==> src/rtl/sccb_init_sequencer_if.sv <==
// SCCB transaction-engine handshake bundle.
// The sequencer (master) drives a request plus device/register/data payload;
// the engine (slave) answers with a one-cycle done pulse and a NACK flag.
interface sccb_init_sequencer_if;
  logic       eng_req;
  logic [7:0] eng_dev;
  logic [7:0] eng_reg;
  logic [7:0] eng_dat;
  logic       eng_done;
  logic       eng_nack;

  modport master (
    output eng_req, eng_dev, eng_reg, eng_dat,
    input  eng_done, eng_nack
  );

  modport slave (
    input  eng_req, eng_dev, eng_reg, eng_dat,
    output eng_done, eng_nack
  );
endinterface

==> src/rtl/sccb_init_sequencer.sv <==
// OV7670 SCCB init sequencer.
// Walks a register table from a synchronous ROM and issues one SCCB write per
// entry. A settle delay follows any COM7 soft-reset write (reg 0x12, bit 7).
// After the walk completes, the engine is lent to a runtime write port.
// Optional feature: define SCCB_RETRY_EN to re-issue NACKed writes up to
// MAX_RETRY extra times; without it the first NACK is final.
module sccb_init_sequencer #(
  parameter int         NUM_REGS       = 5,
  parameter int         TBL_AW         = 4,
  parameter logic [7:0] DEV_ADDR       = 8'h42,
  parameter int         RESET_WAIT_CYC = 50000,
  parameter int         MAX_RETRY      = 3
) (
  input  logic                  clk,
  input  logic                  reset_n,
  input  logic                  start_i,
  output logic [TBL_AW-1:0]     tbl_addr_o,
  input  logic [15:0]           tbl_data_i,
  sccb_init_sequencer_if.master eng,
  input  logic                  usr_req_i,
  input  logic [7:0]            usr_reg_i,
  input  logic [7:0]            usr_dat_i,
  output logic                  usr_gnt_o,
  output logic                  usr_done_o,
  output logic                  usr_err_o,
  output logic                  busy_o,
  output logic                  done_o,
  output logic                  error_o,
  output logic [TBL_AW-1:0]     err_index_o
);

`ifdef SCCB_RETRY_EN
  localparam bit RETRY_EN = 1'b1;
`else
  localparam bit RETRY_EN = 1'b0;
`endif

  localparam int SETTLE_W = (RESET_WAIT_CYC > 1) ? $clog2(RESET_WAIT_CYC) : 1;
  localparam int RETRY_W  = (MAX_RETRY > 0) ? $clog2(MAX_RETRY + 1) : 1;

  localparam logic [TBL_AW-1:0]   LAST_IDX    = TBL_AW'(NUM_REGS - 1);
  localparam logic [SETTLE_W-1:0] SETTLE_LAST = SETTLE_W'(RESET_WAIT_CYC - 1);
  localparam logic [RETRY_W-1:0]  RETRY_LIMIT = RETRY_W'(MAX_RETRY);
  localparam bit                  HAS_SETTLE  = (RESET_WAIT_CYC > 0);

  typedef enum logic [2:0] {
    S_FETCH,   // tbl_addr presented to the ROM
    S_LOAD,    // ROM word captured into the payload
    S_ISSUE,   // table write in flight
    S_SETTLE,  // post soft-reset wait
    S_NEXT,    // advance table index
    S_DONE,    // idle, serving runtime writes
    S_USR,     // runtime write in flight
    S_ERR      // walk aborted
  } state_e;

  state_e              state_q;
  logic [TBL_AW-1:0]   idx_q;
  logic [TBL_AW-1:0]   tbl_addr_q;
  logic                eng_req_q;
  logic [7:0]          eng_dev_q;
  logic [7:0]          eng_reg_q;
  logic [7:0]          eng_dat_q;
  logic [SETTLE_W-1:0] settle_q;
  logic [RETRY_W-1:0]  retry_q;
  logic                usr_gnt_q;
  logic                usr_done_q;
  logic                usr_err_q;
  logic                busy_q;
  logic                done_q;
  logic                error_q;
  logic [TBL_AW-1:0]   err_index_q;

  logic can_retry;
  logic soft_reset;

  // A NACK may be retried only with the feature built in and attempts left.
  assign can_retry  = RETRY_EN && (retry_q < RETRY_LIMIT);
  // COM7 write with the reset bit set needs the sensor to settle afterwards.
  assign soft_reset = HAS_SETTLE && (eng_reg_q == 8'h12) && eng_dat_q[7];

  // Sequencer FSM; every output is a register updated together with the state.
  // NOTE: all state here uses non-blocking assignments so every register sees
  // the pre-edge values of the others, exactly like the flops being modelled.
  always_ff @(posedge clk or negedge reset_n) begin
    if (!reset_n) begin
      state_q     <= S_FETCH;
      idx_q       <= '0;
      tbl_addr_q  <= '0;
      eng_req_q   <= 1'b0;
      eng_dev_q   <= '0;
      eng_reg_q   <= '0;
      eng_dat_q   <= '0;
      settle_q    <= '0;
      retry_q     <= '0;
      usr_gnt_q   <= 1'b0;
      usr_done_q  <= 1'b0;
      usr_err_q   <= 1'b0;
      busy_q      <= 1'b0;
      done_q      <= 1'b0;
      error_q     <= 1'b0;
      err_index_q <= '0;
    end else begin
      eng_dev_q  <= DEV_ADDR;
      usr_gnt_q  <= 1'b0;
      usr_done_q <= 1'b0;
      usr_err_q  <= 1'b0;
      busy_q     <= 1'b1;

      unique case (state_q)
        S_FETCH: state_q <= S_LOAD;

        S_LOAD: begin
          eng_reg_q <= tbl_data_i[15:8];
          eng_dat_q <= tbl_data_i[7:0];
          retry_q   <= '0;
          eng_req_q <= 1'b1;
          state_q   <= S_ISSUE;
        end

        S_ISSUE: begin
          if (!eng_req_q) begin
            eng_req_q <= 1'b1;                 // re-issue after a NACK gap
          end else if (eng.eng_done) begin
            eng_req_q <= 1'b0;
            if (!eng.eng_nack) begin
              settle_q <= '0;
              state_q  <= soft_reset ? S_SETTLE : S_NEXT;
            end else if (can_retry) begin
              retry_q  <= retry_q + 1'b1;
            end else begin
              error_q     <= 1'b1;
              err_index_q <= idx_q;
              busy_q      <= 1'b0;
              state_q     <= S_ERR;
            end
          end
        end

        S_SETTLE: begin
          if (settle_q == SETTLE_LAST) state_q  <= S_NEXT;
          else                         settle_q <= settle_q + 1'b1;
        end

        S_NEXT: begin
          if (idx_q == LAST_IDX) begin
            done_q  <= 1'b1;
            busy_q  <= 1'b0;
            state_q <= S_DONE;
          end else begin
            idx_q      <= idx_q + 1'b1;
            tbl_addr_q <= idx_q + 1'b1;        // ROM sees it during FETCH
            state_q    <= S_FETCH;
          end
        end

        S_DONE: begin
          if (start_i) begin                   // start outranks a pending usr_req
            done_q      <= 1'b0;
            error_q     <= 1'b0;
            err_index_q <= '0;
            idx_q       <= '0;
            tbl_addr_q  <= '0;
            state_q     <= S_FETCH;
          end else if (usr_req_i) begin
            usr_gnt_q <= 1'b1;
            eng_reg_q <= usr_reg_i;
            eng_dat_q <= usr_dat_i;
            retry_q   <= '0;
            state_q   <= S_USR;                // eng_req rises one cycle later
          end else begin
            busy_q <= 1'b0;
          end
        end

        S_USR: begin
          if (!eng_req_q) begin
            eng_req_q <= 1'b1;
          end else if (eng.eng_done) begin
            eng_req_q <= 1'b0;
            if (eng.eng_nack && can_retry) begin
              retry_q <= retry_q + 1'b1;
            end else begin
              usr_done_q <= 1'b1;
              usr_err_q  <= eng.eng_nack;
              busy_q     <= 1'b0;
              state_q    <= S_DONE;
            end
          end
        end

        S_ERR: begin
          if (start_i) begin
            done_q      <= 1'b0;
            error_q     <= 1'b0;
            err_index_q <= '0;
            idx_q       <= '0;
            tbl_addr_q  <= '0;
            state_q     <= S_FETCH;
          end else begin
            busy_q <= 1'b0;
          end
        end

        default: state_q <= S_FETCH;
      endcase
    end
  end

  assign tbl_addr_o   = tbl_addr_q;
  assign eng.eng_req  = eng_req_q;
  assign eng.eng_dev  = eng_dev_q;
  assign eng.eng_reg  = eng_reg_q;
  assign eng.eng_dat  = eng_dat_q;
  assign usr_gnt_o    = usr_gnt_q;
  assign usr_done_o   = usr_done_q;
  assign usr_err_o    = usr_err_q;
  assign busy_o       = busy_q;
  assign done_o       = done_q;
  assign error_o      = error_q;
  assign err_index_o  = err_index_q;

endmodule

==> src/flat_wrapper.sv <==
// flat-port wrapper written by rule: the top's interface ports become plain ports
module sccb_init_sequencer_flat 
#(
  parameter int         NUM_REGS       = 5,
  parameter int         TBL_AW         = 4,
  parameter logic [7:0] DEV_ADDR       = 8'h42,
  parameter int         RESET_WAIT_CYC = 50000,
  parameter int         MAX_RETRY      = 3
)
  (clk, reset_n, start_i, tbl_addr_o, tbl_data_i, usr_req_i, usr_reg_i, usr_dat_i, usr_gnt_o, usr_done_o, usr_err_o, busy_o, done_o, error_o, err_index_o, eng_eng_req, eng_eng_dev, eng_eng_reg, eng_eng_dat, eng_eng_done, eng_eng_nack);
  sccb_init_sequencer_if eng_i ();
  input  logic clk;
  input  logic reset_n;
  input  logic start_i;
  output logic [TBL_AW-1:0] tbl_addr_o;
  input  logic [15:0] tbl_data_i;
  input  logic usr_req_i;
  input  logic [7:0] usr_reg_i;
  input  logic [7:0] usr_dat_i;
  output logic usr_gnt_o;
  output logic usr_done_o;
  output logic usr_err_o;
  output logic busy_o;
  output logic done_o;
  output logic error_o;
  output logic [TBL_AW-1:0] err_index_o;
  output wire logic [$bits(eng_i.eng_req)-1:0] eng_eng_req;
  output wire logic [$bits(eng_i.eng_dev)-1:0] eng_eng_dev;
  output wire logic [$bits(eng_i.eng_reg)-1:0] eng_eng_reg;
  output wire logic [$bits(eng_i.eng_dat)-1:0] eng_eng_dat;
  input wire logic [$bits(eng_i.eng_done)-1:0] eng_eng_done;
  input wire logic [$bits(eng_i.eng_nack)-1:0] eng_eng_nack;
  assign eng_eng_req = eng_i.eng_req;
  assign eng_eng_dev = eng_i.eng_dev;
  assign eng_eng_reg = eng_i.eng_reg;
  assign eng_eng_dat = eng_i.eng_dat;
  assign eng_i.eng_done = eng_eng_done;
  assign eng_i.eng_nack = eng_eng_nack;
  sccb_init_sequencer #(.NUM_REGS(NUM_REGS), .TBL_AW(TBL_AW), .DEV_ADDR(DEV_ADDR), .RESET_WAIT_CYC(RESET_WAIT_CYC), .MAX_RETRY(MAX_RETRY)) u_core (.clk(clk), .reset_n(reset_n), .start_i(start_i), .tbl_addr_o(tbl_addr_o), .tbl_data_i(tbl_data_i), .eng(eng_i), .usr_req_i(usr_req_i), .usr_reg_i(usr_reg_i), .usr_dat_i(usr_dat_i), .usr_gnt_o(usr_gnt_o), .usr_done_o(usr_done_o), .usr_err_o(usr_err_o), .busy_o(busy_o), .done_o(done_o), .error_o(error_o), .err_index_o(err_index_o));
endmodule
==> config.mk <==
export PLATFORM = sky130hd
export DESIGN_NAME = sccb_init_sequencer_flat
export DESIGN_NICKNAME = d
export VERILOG_FILES = /design/src/rtl/sccb_init_sequencer_if.sv /design/src/rtl/sccb_init_sequencer.sv /design/src/flat_wrapper.sv
export SDC_FILE = /design/constraint.sdc
export NUM_CORES = 1
export LEC_CHECK = 0
export BUFFER_PORTS_ARGS = -buffer_cell sky130_fd_sc_hd__buf_2
export CAP_MARGIN = 20
export CORE_MARGIN = 10
export CORE_UTILIZATION = 49
export CTS_BUF_LIST = sky130_fd_sc_hd__clkbuf_8
export DETAILED_ROUTE_END_ITERATION = 6
export GPL_TIMING_DRIVEN = 0
export MAX_ROUTING_LAYER = met4
export PLACE_DENSITY = 0.75
export SETUP_SLACK_MARGIN = 0.2
export SLEW_MARGIN = 20
export SYNTH_ARGS = -nofsm -noshare
export SYNTH_HDL_FRONTEND = slang
export SYNTH_SLANG_ARGS = --single-unit
==> constraint.sdc <==
create_clock -name clk -period 2.2 [get_ports clk]
set_input_delay 0.22 -clock clk [delete_from_list [all_inputs] [get_ports clk]]
set_output_delay 0.22 -clock clk [all_outputs]
set_load 0.01 [all_outputs]
==> impl_results.md, run 1 <==
- Status: finished, violations left
- Failing checks: negative setup slack
- Seq cells post-synth: 51
- Max cap viols: 0
- First-pass GRT wire length: 12.6 mm
- Vias: 2731
- Worst Setup End Kind: flop
- Post-synth EDFFs: 0
- Share of post-route cells with drive strength above 1: 35.2%
- Pin count of the biggest net entering global routing: 52
- Vias in the first global route: 2656
- Placed Area: 3300 um2
- Worst Path Arrival: 2.44 ns
- Grt ovf: 0
- Min-delay worst type: input pin to flop
- H-tree depth: 2
- Port buffer count: 70
- Slew headroom: 54.0%
- Synth cell types: 56
- CTS tree: yes
- Reg2reg end: u_core.settle_q[9]
- Avg Inst Size Synth: 9.42 um2
- Crit path capture: u_core.settle_q[9]
- Drt pass-1 iters: 4
- CP Launch Type: flop
- DR iter-0 viols: 180
- Slowest cell on the critical path: o41a_1
- CTS buffer count: 5
- Worst path required time: 2.39 ns
- Starting Density: 50.9%
- Post-route DRC: 0
- Area Growth Syn to Fin: 29.7%
- CTS Buffer Depth: 2
- Die area: 9230 um2
- Reg2Reg Launch Point: u_core.settle_q[10]
- DR vias/cell: 5.75
- Design area: 3680 um2
- Num rows: 27
- Wirelength per Cell: 16.2 um
- Final wirelength: 7.68 mm
- Worst Setup SP: u_core.settle_q[10]
- RSZ-0062 raised after global routing: yes
- Antenna violations before repair: 0
- FMAX: 445 MHz
- Overall track demand over capacity in global routing: 17.2%
- Sequential area share after synthesis: 45.0%
- Placeable Area: 5570 um2
- # setup viols final: 2
- DP Wirelength: 5.27 mm
- Clk_lat worst skew: 0.31 ns
- R2R depth: 5
- Total power: 4.67 mW
- Root buffer cell: clkbuf_8
- Routed Antenna Nets: 0
- Leakage Power: 1.78 nW
- Final setup margin: -0.0458 ns
- Register-to-register setup slack: -0.05 ns
- Peak VDD IR: 0.598 mV
- Diode count: 0
- CTS clock-pin slew for the worst setup and hold paths: 0.09 ns
- Async S/R FF share, synth: 100%
- Post-route setup TNS: -0.0597 ns
- Slew Viols, Final: 0
- GPL Wtd Cong: 0.934
- Setup CP Type: flop to flop
- Die height: 96.1 um
- Die X: 96.1 um
- Post-layout util: 66.0%
- CP cell instances: or4b_4, o41a_1, buf_4, and3_4, a221o_1
- Top_reg_cell synth: dfrtp_1
- Max stage delay on crit path: 0.54 ns
- Fin nets: 443
- Hold Fails Final Rpt: 0
- YS warnings: 0
- Critical Path Fanout Max: 6
- Mapped Area: 2840 um2
- IO Count: 77
- Worst-margin pin slew: 0.683 ns
- Clock sink count: 51
- Cell Pwr Density: 1270 nW/um2
- Layout Skew: 0.00829 ns
- Filler Cell Count: 471
- Post-route minimum period: 2.25 ns
- Cell count after synthesis: 301
- Largest register FFs: 16
- Final worst-path cycle share: 102%
[critical path, delay by kind of cell, from the launching register on]
family                 cells  cell delay [ns]
flip-flops                 1             0.45
AO/OA/AOI/OAI              2             0.80
AND/OR/NAND/NOR            2             0.68
buffers and inverters      1             0.19
[layout by cell type (no fill, tap or decap), drive strengths merged, types with 7 or more instances in the layout]
| cell type | netlist | final |
|---|---|---|
| inv | 6 | 7 |
| dfrtp | 51 | 51 |
| clkbuf | 12 | 19 |
| nor2 | 22 | 22 |
| nand3 | 11 | 11 |
| nand2 | 27 | 27 |
| mux2i | 16 | 16 |
| a21oi | 30 | 30 |
| nand2b | 8 | 8 |
| o21ai | 18 | 18 |
| buf | 11 | 98 |
| conb | 2 | 7 |
[power breakdown]
group	switching, mW	internal, mW
Clock	0.312	0.254
Combinational	1.35	1.08
Sequential	0.357	1.32
[routing by layer]
layer | wire length (um) | track usage (%) | vias to the layer above
met5 | 0 | - | -
met4 | 124 | 4.05 | 0
met3 | 539 | 3.27 | 21
met2 | 3470 | 26.3 | 132
met1 | 3550 | 23.1 | 1282
li1 | - | - | 1296
[kinds of logic after synthesis]
logic type / after synthesis / synth area share [%]
AND/OR/NAND/NOR: 109 / 20.5
AO/OA/AOI/OAI: 87 / 20.4
flip-flops: 51 / 45.0
buffers and inverters: 29 / 5.47
multiplexers: 17 / 6.05
adder cells (fa/ha/maj): 3 / 1.32
XOR/XNOR: 3 / 0.927
other: 2 / 0.265
[how the worst min path moves through the flow]
stage                     cells after the start  slack (ns)           start               endpoint
after floorplan                               0       -0.08         reset_n          u_core.busy_o
after global placement                        1        0.46  u_core.error_o         u_core.error_o
after detailed placement                      1        0.28         reset_n  u_core.eng.eng_reg[1]
after CTS                                     3        0.20       usr_req_i       u_core.usr_gnt_o
after global routing                          3        0.22    usr_reg_i[5]  u_core.eng.eng_reg[5]
final                                         3        0.20    usr_reg_i[1]  u_core.eng.eng_reg[1]
[synthesized netlist by cell type (all sizes together), types with 3 or more instances]
master  number  share of area [%]
dfrtp       51                 45
a21oi       30                5.3
nand2       27                3.6
nor2        22                2.9
o21ai       18                3.2
mux2i       16                5.6
clkbuf      12                1.6
buf         11                3.1
nand3       11                1.9
nand2b       8                1.8
a31oi        6                1.3
inv          6               0.79
nor3         6                1.1
nand4        5                1.1
a211o        4                1.2
a41oi        4                1.2
and3         4               0.97
nor4         4               0.88
a211oi       3               0.97
a21o         3               0.79
and2         3               0.66
and4         3               0.97
ha           3                1.3
nand3b       3               0.79
o211ai       3               0.79
[through the flow]
stage                     hold slack (ns)  setup slack, ns  instances
final                               0.202          -0.0458        475
after global routing                0.221          -0.0694        475
after CTS                           0.202          -0.0770        465
after detailed placement            0.285          -0.0732        448
after global placement              0.457          -0.0629        448
after floorplan                   -0.0756           0.0739        306
[layout make-up]
cell class              count  area, um2  share of cell area, %
multi-input cells         226       1510                   41.1
well taps                  72       90.1                   2.45
plain buffers              23        146                   3.98
inverters                   6       22.5                  0.612
repair buffers             89        527                   14.3
clock buffers               6       82.6                   2.25
clock inverters             2       12.5                  0.340
flip-flops and latches     51       1280                   34.9
[what timing repair did]
action / 4_1_cts / 5_1_grt
hold endpoints to repair: 51 / 0
setup endpoints to repair: 15 / 35
resized for setup: 13 / 31
gates cloned: 0 / 1
pin swaps: 6 / 9
hold buffers: 1 / 0
buffers inserted: 8 / 9
Note: power is estimated with default switching activity, not from simulation.
==> inputs of run 2 (changes only) <==
CORE_UTILIZATION = 50   (was 49)
PLACE_DENSITY = 0.74   (was 0.75)
clock period = 2.1 ns   (was 2.2 ns; I/O delays follow)
==> run 2 against run 1 <==
Against the previous run: the run still ends with negative setup slack left; flip-flop and latch count stayed put; count of clock-buffer cells in the layout is 1 lower; via count is 1.2% lower; die area is 1.6% lower; final cell count stayed put; combinational power is 8.2% higher; worst setup slack worse by 0.16 ns; utilization is 0.85 points higher; critical path type unchanged; largest power group unchanged; highest routed layer unchanged.
==> impl_results.md, run 2 (synthesis gave the netlist of run 1 again) <==
- Status: finished, violations left
- Failing checks: negative setup slack
- Die height: 95.3 um
- DR iter-0 viols: 279
- Design area: 3680 um2
- GPL Wtd Cong: 0.910
- Vias: 2698
- Antenna violations before repair: 0
- Family with the most delay on the worst path: compound AO/OA/AOI/OAI gates
- Combinational power share: 52.6%
- Max stage delay on crit path: 0.53 ns
- First-pass GRT wire length: 12.0 mm
- Grt ovf: 0
- CTS clock-pin slew for the worst setup and hold paths: 0.09 ns
- Sequential Power Share: 34.4%
- Routed Antenna Nets: 0
- Post-layout util: 66.8%
- Drt pass-1 iters: 6
- Die area: 9080 um2
- Clk_lat worst skew: 0.31 ns
- Slew Viols, Final: 0
- Share of post-route cells with drive strength above 1: 34.5%
- Num rows: 27
- Setup CP Type: flop to flop
- Starting Density: 51.5%
- Filler Cell Count: 440
- Max cap viols: 0
- Critical Path Fanout Max: 4
- DP Wirelength: 5.26 mm
- CTS tree: yes
- Part of the power in the clock network: 13.1%
- DR vias/cell: 5.68
- Worst path bufs/invs: 1
- Wirelength per Cell: 16.0 um
- Net Sw Frac: 42.3%
- Layout Skew: 0.0101 ns
- FMAX: 434 MHz
- Post-route minimum period: 2.30 ns
- Fin nets: 444
- Worst Setup End Kind: flop
- Commonest non-fill, non-tap cell in the layout: buf_2
- Cell Pwr Density: 1360 nW/um2
- CTS buffer count: 5
- IO Count: 77
- Final wirelength: 7.62 mm
- Diode count: 0
- Root buffer cell: clkbuf_8
- Largest register FFs: 16
- Port buffer count: 70
- Final worst-path cycle share: 110%
- Peak VDD IR: 0.670 mV
- H-tree depth: 2
- Area Growth Syn to Fin: 29.8%
- CTS Buffer Depth: 2
- Worst Path Arrival: 2.50 ns
- Commonest non-fill, non-tap cells in the layout: buf_2 (70), dfrtp_1 (48), a21oi_1 (28)
- Leakage Power: 1.78 nW
- Vias in the first global route: 2556
- Worst-margin pin slew: 0.639 ns
- CP cell instances: buf_6, or4b_4, o41a_1, a211oi_2, mux2_4
- Hold Fails Final Rpt: 0
- Min-delay worst type: input pin to flop
- Slowest cell on the critical path: or4b_4
- Psw: 2.11 mW
- CP Launch Type: flop
- Internal power: 2.89 mW
- Pin count of the biggest net entering global routing: 52
- Placeable Area: 5510 um2
- Overall track demand over capacity in global routing: 16.6%
- Slew headroom: 57.4%
- Final setup margin: -0.203 ns
- Worst path required time: 2.29 ns
- # setup viols final: 17
- RSZ-0062 raised after global routing: yes
- Clock sink count: 51
- Die X: 95.3 um
- Placed Area: 3320 um2
- Post-route DRC: 0
[run 2: cell types whose count changed in the layout (fill, tap and decap cells not counted), sizes merged]
cell and delta:
clkbuf -2, clkinv -1, buf +2, bufinv +1
[run 2: per-layer routing]
metal / wire length (um) / track usage (%) / up-vias / share of wire [%]
li1: - / - / 1298 / -
met1: 3640 / 22.7 / 1257 / 48
met2: 3380 / 24.0 / 131 / 44
met3: 515 / 3.77 / 12 / 6.8
met4: 83 / 4.36 / 0 / 1.1
met5: 0 / - / - / 0
[run 2: worst register-to-register path: stages (launching register included)]
cell and delay (ns):
dfrtp_1 0.38, buf_6 0.11, or4b_4 0.53, o41a_1 0.52, a211oi_2 0.31, mux2_4 0.33
[run 2: final timing paths]
| kind | cells after the start | startpoint | endpoint | slack (ns) |
|---|---|---|---|---|
| worst min-delay path | 3 | usr_reg_i[1] | u_core.eng.eng_reg[1] | 0.20 |
| worst max-delay path | 5 | u_core.settle_q[5] | u_core.state_q[1] | -0.20 |
| max in group asynchronous | 2 | reset_n | u_core.settle_q[7] | 1.15 |
| min in group asynchronous | 2 | reset_n | u_core.eng.eng_reg[3] | 0.48 |
| worst min register to register | 1 | u_core.error_o | u_core.error_o | 0.48 |
| worst max register to register | 5 | u_core.settle_q[5] | u_core.state_q[1] | -0.20 |
[run 2: per-stage QoR]
stage               setup slack (ns)  hold slack, ns  std cells  setup TNS [ns]  power (mW)
finish                        -0.203           0.195        475           -1.52        5.00
global route                  -0.250           0.197        475           -2.34        5.35
CTS                           -0.127           0.191        466          -0.185        4.75
detailed placement            -0.143           0.281        448           -1.05        3.90
global placement              -0.164           0.456        448          -0.940        3.85
floorplan                    -0.0261         -0.0856        306         -0.0261        3.18
[run 2: cell type report]
cell class	count	area (um2)	area share [%]
multi-input combinational	226	1520	41.2
sequential	51	1280	34.8
timing repair buffer	90	520	14.1
buffer	23	148	4.01
tap	72	90.1	2.45
clock buffer	5	68.8	1.87
clock inverter	2	33.8	0.918
inverter	6	22.5	0.612
[run 2: what timing repair did]
action,in CTS,in global routing
setup endpoints to repair,28,41
hold buffers,1,0
resized for setup,15,24
setup buffers,10,9
hold endpoints to repair,51,0
pin swaps,7,9
[run 2: power groups by stage]
stage | clock network, mW | registers [mW] | logic [mW]
2_1_floorplan | 0 | 1.80 | 1.38
3_3_place_gp | 0 | 1.73 | 2.13
3_5_place_dp | 0 | 1.74 | 2.16
4_1_cts | 0.676 | 1.72 | 2.35
5_1_grt | 0.706 | 1.78 | 2.87
6_report | 0.653 | 1.72 | 2.63
